$ cat src/rtl/led_scan_pkg.sv
// Shared constants and helpers for the bicolour LED matrix scanner.
package led_scan_pkg;

  localparam logic [2:0] MODE_HIGH = 3'b001;
  localparam logic [2:0] MODE_MID  = 3'b010;
  localparam logic [2:0] MODE_LOW  = 3'b100;

  // Staircase bar: row r lights columns 0..r.
  function automatic logic stair_bit(input int unsigned row_idx, input int unsigned col);
    return (col <= row_idx);
  endfunction

endpackage

$ cat src/rtl/led_scan_timer.sv
// Dwell and row counters for the matrix scan, with frame boundary strobes.
module led_scan_timer #(
  parameter  int ROWS  = 8,
  parameter  int DWELL = 16,
  localparam int DW    = (DWELL > 1) ? $clog2(DWELL) : 1,
  localparam int RW    = (ROWS > 1) ? $clog2(ROWS) : 1
) (
  input  logic          clk,
  input  logic          rst,
  output logic [DW-1:0] dwell_cnt_o,
  output logic [RW-1:0] row_idx_o,
  output logic          frame_wrap_o,
  output logic          frame_start_next_o
);

  localparam logic [DW-1:0] DWELL_LAST = DW'(DWELL - 1);
  localparam logic [RW-1:0] ROW_LAST   = RW'(ROWS - 1);

  logic [DW-1:0] dwell_q, dwell_d;
  logic [RW-1:0] row_q, row_d;
  logic          dwell_wrap;

  always_comb begin
    dwell_wrap = (dwell_q == DWELL_LAST);
    dwell_d    = dwell_wrap ? '0 : dwell_q + 1'b1;
    row_d      = row_q;
    if (dwell_wrap) begin
      row_d = (row_q == ROW_LAST) ? '0 : row_q + 1'b1;
    end
  end

  always_ff @(posedge clk) begin
    if (rst) begin
      dwell_q <= '0;
      row_q   <= '0;
    end else begin
      dwell_q <= dwell_d;
      row_q   <= row_d;
    end
  end

  assign dwell_cnt_o        = dwell_q;
  assign row_idx_o          = row_q;
  assign frame_wrap_o       = dwell_wrap && (row_q == ROW_LAST);
  assign frame_start_next_o = (dwell_q == '0) && (row_q == '0);

endmodule

$ cat src/rtl/led_matrix_scan.sv
// Bicolour LED matrix scanner: staircase bars, per-mode PWM colour mixing
// and key-driven column blanking, with all matrix pins registered.
module led_matrix_scan
  import led_scan_pkg::*;
#(
  parameter int ROWS     = 8,
  parameter int COLS     = 8,
  parameter int KEYS     = 7,
  parameter int PWM_BITS = 3,
  parameter int DWELL    = 16,
  parameter int BLANK    = 1,
  parameter int Y_R_DUTY = 2,
  parameter int Y_G_DUTY = 6
) (
  input  logic            clk,
  input  logic            rst,
  input  logic [2:0]      mode,
  input  logic [KEYS-1:0] key,
  output logic [ROWS-1:0] row,
  output logic [COLS-1:0] col_r,
  output logic [COLS-1:0] col_g,
  output logic            frame_start
);

  localparam int DW  = (DWELL > 1) ? $clog2(DWELL) : 1;
  localparam int RW  = (ROWS > 1) ? $clog2(ROWS) : 1;
  localparam int NK  = (KEYS < COLS) ? KEYS : COLS;
  localparam int PW1 = PWM_BITS + 1;

  localparam logic [PWM_BITS:0] DUTY_FULL = PW1'(2 ** PWM_BITS);
  localparam logic [PWM_BITS:0] DUTY_YR   = PW1'(Y_R_DUTY);
  localparam logic [PWM_BITS:0] DUTY_YG   = PW1'(Y_G_DUTY);
  localparam logic [DW-1:0]     BLANK_C   = DW'(BLANK);

  logic [DW-1:0] dwell_cnt;
  logic [RW-1:0] row_idx;
  logic          frame_wrap;
  logic          frame_start_next;

  led_scan_timer #(
    .ROWS  (ROWS),
    .DWELL (DWELL)
  ) u_timer (
    .clk                (clk),
    .rst                (rst),
    .dwell_cnt_o        (dwell_cnt),
    .row_idx_o          (row_idx),
    .frame_wrap_o       (frame_wrap),
    .frame_start_next_o (frame_start_next)
  );

  logic [2:0]          mode_q;
  logic [KEYS-1:0]     key_q;
  logic [ROWS-1:0]     row_q, row_d;
  logic [COLS-1:0]     col_r_q, col_r_d;
  logic [COLS-1:0]     col_g_q, col_g_d;
  logic                frame_start_q;

  logic                mode_ok;
  logic [PWM_BITS:0]   duty_r, duty_g;
  logic [PWM_BITS-1:0] pwm_cnt;
  logic [COLS-1:0]     mask, kq, lit;
  logic                unblank, pwm_r_on, pwm_g_on;

  always_comb begin
    pwm_cnt = dwell_cnt[PWM_BITS-1:0];
    mode_ok = 1'b1;
    duty_r  = '0;
    duty_g  = '0;
    case (mode_q)
      MODE_HIGH: begin duty_r = DUTY_YR;   duty_g = DUTY_YG;   end
      MODE_MID:  begin duty_r = DUTY_FULL; duty_g = '0;        end
      MODE_LOW:  begin duty_r = '0;        duty_g = DUTY_FULL; end
      default:   mode_ok = 1'b0;
    endcase

    for (int c = 0; c < COLS; c++) begin
      mask[c] = stair_bit(32'(row_idx), unsigned'(c));
    end
    kq         = '0;
    kq[NK-1:0] = key_q[NK-1:0];

    // Columns stay dark for the first BLANK clocks of each row to hide ghosting.
    unblank  = (dwell_cnt >= BLANK_C);
    pwm_r_on = ({1'b0, pwm_cnt} < duty_r);
    pwm_g_on = ({1'b0, pwm_cnt} < duty_g);
    lit      = mask & ~kq & {COLS{unblank}};
    col_r_d  = lit & {COLS{pwm_r_on}};
    col_g_d  = lit & {COLS{pwm_g_on}};
    row_d    = mode_ok ? ~(ROWS'(1) << row_idx) : '1;
  end

  always_ff @(posedge clk) begin
    if (rst) begin
      mode_q        <= mode;
      key_q         <= '0;
      row_q         <= '1;
      col_r_q       <= '0;
      col_g_q       <= '0;
      frame_start_q <= 1'b0;
    end else begin
      // Mode only changes on the frame boundary so a frame is never mixed.
      if (frame_wrap) begin
        mode_q <= mode;
      end
      key_q         <= key;
      row_q         <= row_d;
      col_r_q       <= col_r_d;
      col_g_q       <= col_g_d;
      frame_start_q <= frame_start_next;
    end
  end

  assign row         = row_q;
  assign col_r       = col_r_q;
  assign col_g       = col_g_q;
  assign frame_start = frame_start_q;

endmodule
$ cat config.mk
export PLATFORM = sky130hd
export DESIGN_NAME = led_matrix_scan
export DESIGN_NICKNAME = d
export VERILOG_FILES = /design/src/rtl/led_scan_pkg.sv /design/src/rtl/led_scan_timer.sv /design/src/rtl/led_matrix_scan.sv
export SDC_FILE = /design/constraint.sdc
export NUM_CORES = 1
export LEC_CHECK = 0
export CORE_MARGIN = 2
export CORE_UTILIZATION = 44
export DETAILED_ROUTE_END_ITERATION = 12
export DONT_BUFFER_PORTS = 1
export GPL_TIMING_DRIVEN = 0
export PLACE_DENSITY = 0.56
export SLEW_MARGIN = 20
export SYNTH_ARGS = -nofsm -noshare
export SYNTH_HDL_FRONTEND = slang
export SYNTH_SLANG_ARGS = --single-unit
$ cat constraint.sdc
create_clock -name clk -period 3 [get_ports clk]
set_input_delay 0.6 -clock clk [delete_from_list [all_inputs] [get_ports clk]]
set_output_delay 0.6 -clock clk [all_outputs]
set_load 0.01 [all_outputs]
# == Word level (Yosys, flattened, before mapping) ==
# Index checks and enable logic that the tools add are counted.
# totals
wordCells,47
out_inout_bits,25
reg_bits,42
# op_classes
reduce_logical,8
mux,6
n_eq_ne,5
n_addsub,2
order_cmp,10
n_shift,1
bitwise,7
# ops
op,n
$and A8 B8 Y8,4
$pmux W4 S2,2
$le A3 B3 Y1 const A,4
$mux W3,3
$lt A3 B4 Y1,2
$not A7 Y8,1
$not A8 Y8,1
$shl A1 B3 Y8 const A,1
$eq A3 B3 Y1 const B,2
$le A2 B3 Y1 const A,2
$add A4 B1 Y4 const B,1
$eq A4 B4 Y1 const B,1
$ge A4 B1 Y1 const B,1
$logic_not A4 Y1,1
$reduce_or A2 Y1,2
$add A3 B1 Y3 const B,1
$eq A3 B1 Y1 const B,1
$eq A3 B2 Y1 const B,1
$le A1 B3 Y1 const A,1
$logic_not A3 Y1,1
$reduce_or A3 Y1,1
$logic_and A1 B1 Y1,2
$reduce_bool A2 Y1,1
$mux W1,1
$not A1 Y1,1

# == Longest topological paths before layout ==
# logic_depth
depth_word,5
depth_mapped,6
depth_no_buf,5

# == Cells and area by module ==
# From an unflattened synthesis, not the netlist that was laid out.
# unflattened
hier_cells,136
hier_area_um2,1557.7
# modules_own_cells
module,area_each_um2,cells_per_inst,instances
led_matrix_scan,1216.2,97,1
led_scan_timer,341.6,39,1

# == Worst setup path before layout ==
# OpenSTA, ideal clock, no wires.
# synth_timing
path_type,reg-to-reg
start,register mode_q[1]
end,register col_g_q[4] (netlist: col_g[4])
path_stages_with_launch,6
setup_time_ns,0.136
n_path_buf,0
path_slack_ns,1.262
t_arrival_ns,1.602
required_ns,2.864
cell_sequence,edfxtp_1 > or3b_1 > ha_1 > nor2_1 > a211oi_4 > nor4_1
# synth_between
elab_chain_len,4
elab_cells_between_ends,5
# synth_rtl
element,line_no,text
"start, declared",led_matrix_scan.sv:52,logic [2:0] mode_q;
"start signal, assigned",led_matrix_scan.sv:95,mode_q <= mode;
"start signal, assigned",led_matrix_scan.sv:104,mode_q <= mode;
$eq A3 B3 Y1 / $eq A3 B1 Y1 (equally long branches),led_matrix_scan.sv:70,case (mode_q)
$pmux W4 S2 *,led_matrix_scan.sv:70,
$lt A3 B4 Y1 *,led_matrix_scan.sv:86,"pwm_g_on = ({1'b0, pwm_cnt} < duty_g);"
$and A8 B8 Y8 *,led_matrix_scan.sv:89,col_g_d = lit & {COLS{pwm_g_on}};
"end signal, assigned",led_matrix_scan.sv:109,col_g_q <= col_g_d;
"end, declared",led_matrix_scan.sv:56,"logic [COLS-1:0] col_g_q, col_g_d;"
# Every way passes the cells marked *; elsewhere a longest branch is shown, timed or not.
# A chain may end at the register's enable or synchronous reset.

# == Worst setup path after layout ==
# layout_timing
start,register mode_q[1]
end,register col_g_q[6] (netlist: col_g[6])
# The elaborated chain is that of the path after synthesis.

==> flow_summary.ini <==
[setup_path]
r2r_cells = 5
crit_required_ps = 3220
crit_type = reg2reg
start_kind = register
worstPathArrival_ps = 2150
rr_startpoint = mode_q[1]
crit_start = mode_q[1]
cp-endpoint = col_g[6]
rr_endpoint = col_g[6]
endpoint_kind = register
crit_fanout = 8
regToRegSetupSlack_ps = 1080

[job]
cap_violations = 0

[sta]
setup_viol = 0
period_needed_ps = 1920
skew_ps = 16.5
setup_tns_ps = 0
worst_pin_slew_ps = 494
period_share_pct = 64.1
slew-limit-headroom_pct = 66.7
drv_slew = 0
hold_violations = 0
rsz0062_at_grt = no
setup_ws_ps = 1080
clock.fmax_mhz = 520

[pwr]
p_per_area_nw_per_um2 = 569
peakVddDrop_mv = 0.244
power_mw = 0.933
leakage_nw = 0.588

[floorplanning]
coreArea_sq_um = 3340
start_util_pct = 45.7
ios = 37
die_height_um = 62.9
die_w_um = 62.9
placementRows = 21
die-area_sq_um = 3960

[cells_and_area]
fill_cells = 343
syn2layout_area_growth_pct = 7.38
drive_gt1_share_pct = 13.2
nNetsFinal = 165
n_antenna_cell = 0
final_cell_area_sq_um = 1640

[logic_synthesis]
yosysSeqAreaShare_pct = 57.0
synth-seq-cells = 42
synth.distinct_cells = 32
synth_top_cell_by_area = dfxtp_1
synth_cells = 136
syn_area_per_cell_sq_um = 11.2
synth_top_flop_cell = dfxtp_1
synthesis.nets = 158
synth_commonest_cells = dfxtp_1 (39), ha_1 (10), nand3_1 (9), nor4_1 (9), nor2_1 (8)
synth_top_area_share_pct = 51.1
yosysMostFrequentCell = dfxtp_1
syn_area_sq_um = 1530
async_flop_share_pct = 0
synth-edff-count = 3
yosys_warnings = 0
synth.area.top_cells = dfxtp_1 (51%), ha_1 (8.2%), edfxtp_1 (5.9%)

[route]
via_per_inst = 5.27
drtPass1Iterations = 4
dr.first_iter.drc_count = 50
vias = 1001
drc_errors = 0
antenna_left = 0
wl_per_cell_um = 14.6
finalWirelength_um = 2780

[placement]
pre_cts_ws_ps = 1060
gp_congestion = 0.839
dp.final_hpwl_um = 2000
portBuffers = 0
placed_cell_area_sq_um = 1580

[global_route]
grt_overflow = 0
antenna_found_initial = 0
grt_pass1_vias = 1019
grt_start_max_net_pins = 14
grt_pass1_wl_um = 4930
track_usage_pct = 16.1

[clocking]
cts_setup_buffers = 0
cts_tree = built
clkTransAtPathRegs_ps = 130
cts.sinks = 42
post_cts_resized = 0
holdBufCountCts = 0
clk_latency_ps = 360
cts.root.buffer_cell = clkbuf_4
cts_buffers = 5
clk_path_buf_depth = 2
htreeDepth = 2

[hold_path]
hold_path.class = in2reg

[outcome]
outcome = finished clean
==> where the power goes <==
group          switching [mW]  leakage, nW  total, mW  internal (mW)
sequential             0.0145        0.347      0.594          0.579
combinational          0.0374        0.209     0.0626         0.0252
clock                   0.185       0.0322      0.277         0.0922
total                   0.237        0.588      0.933          0.697
==> stage by stage <==
step	std cells	utilization, %	hold slack (ps)
final	190	49.1	294
after detailed placement	182	47.5	415
after CTS	190	49.1	288
after global routing	190	49.1	283
after floorplan	136	-	401
after global placement	182	47.5	409
==> final cells by class <==
type / instances / area [sq um] / share of cell area [%]
plain buffers: 3 / 18.8 / 1.15
clock buffers: 6 / 41.3 / 2.52
clock inverters: 2 / 13.8 / 0.840
inverters: 8 / 30.0 / 1.83
multi-input cells: 83 / 607 / 37.0
flip-flops and latches: 42 / 871 / 53.1
well taps: 46 / 57.6 / 3.51
==> kinds of logic (layout without fill, tap and decap cells) <==
family	Yosys count	after routing	share of synthesized area, %
xor+xnor	2	2	1.15
flops	42	42	57.0
buf+inv	11	19	3.20
compound gates	11	11	5.41
simple gates	60	60	25.0
fa+ha+maj	10	10	8.20
==> worst min path at each step <==
stage	to	slack (ps)	from	depth (start not counted)
global placement	col_r[6]	410	key_q[6]	1
CTS	key_q[1]	290	rst	1
global route	key_q[1]	280	rst	1
floorplan	col_g[6]	400	key_q[6]	1
detailed placement	col_g[0]	420	key_q[0]	1
finish	key_q[1]	290	rst	1
==> cell usage in the layout, fill, tap and decap left out, drive strengths merged <==
cell type / count
a211oi: 2
a21oi: 5
and2b: 2
and3: 2
and4: 1
buf: 2
clkbuf: 7
clkinv: 2
dfxtp: 39
edfxtp: 3
ha: 10
inv: 8
nand2: 2
nand2b: 1
nand3: 9
nand4: 2
nor2: 8
nor2b: 7
nor3: 7
nor3b: 2
nor4: 12
nor4b: 2
o21ai: 3
o21bai: 1
or2: 1
or3b: 1
or4: 1
xnor2: 2
==> flip-flops by register name (all words and copies together) (netlist names) <==
register             flops
mode_q                   3
u_timer.row_idx_o        3
row                      8
col_r                    8
frame_start              1
u_timer.dwell_cnt_o      4
col_g                    8
key_q                    7
==> per-layer routing <==
| metal | vias to the layer above | track usage (%) | wire [um] |
|---|---|---|---|
| met1 | 474 | 20.3 | 1280 |
| met4 | 0 | 8.33 | 63 |
| met3 | 8 | 3.96 | 114 |
| met2 | 26 | 25.5 | 1320 |
| met5 | - | 0 | 0 |
| li1 | 493 | - | - |
==> worst max-delay path, stage by stage (launching register included) <==
cell      delay (ps)
edfxtp_1         520
or3b_1           440
ha_1             290
nor2_1            60
a211oi_4         390
nor4_1           100
No activity file was read; power rests on OpenSTA's default activity.
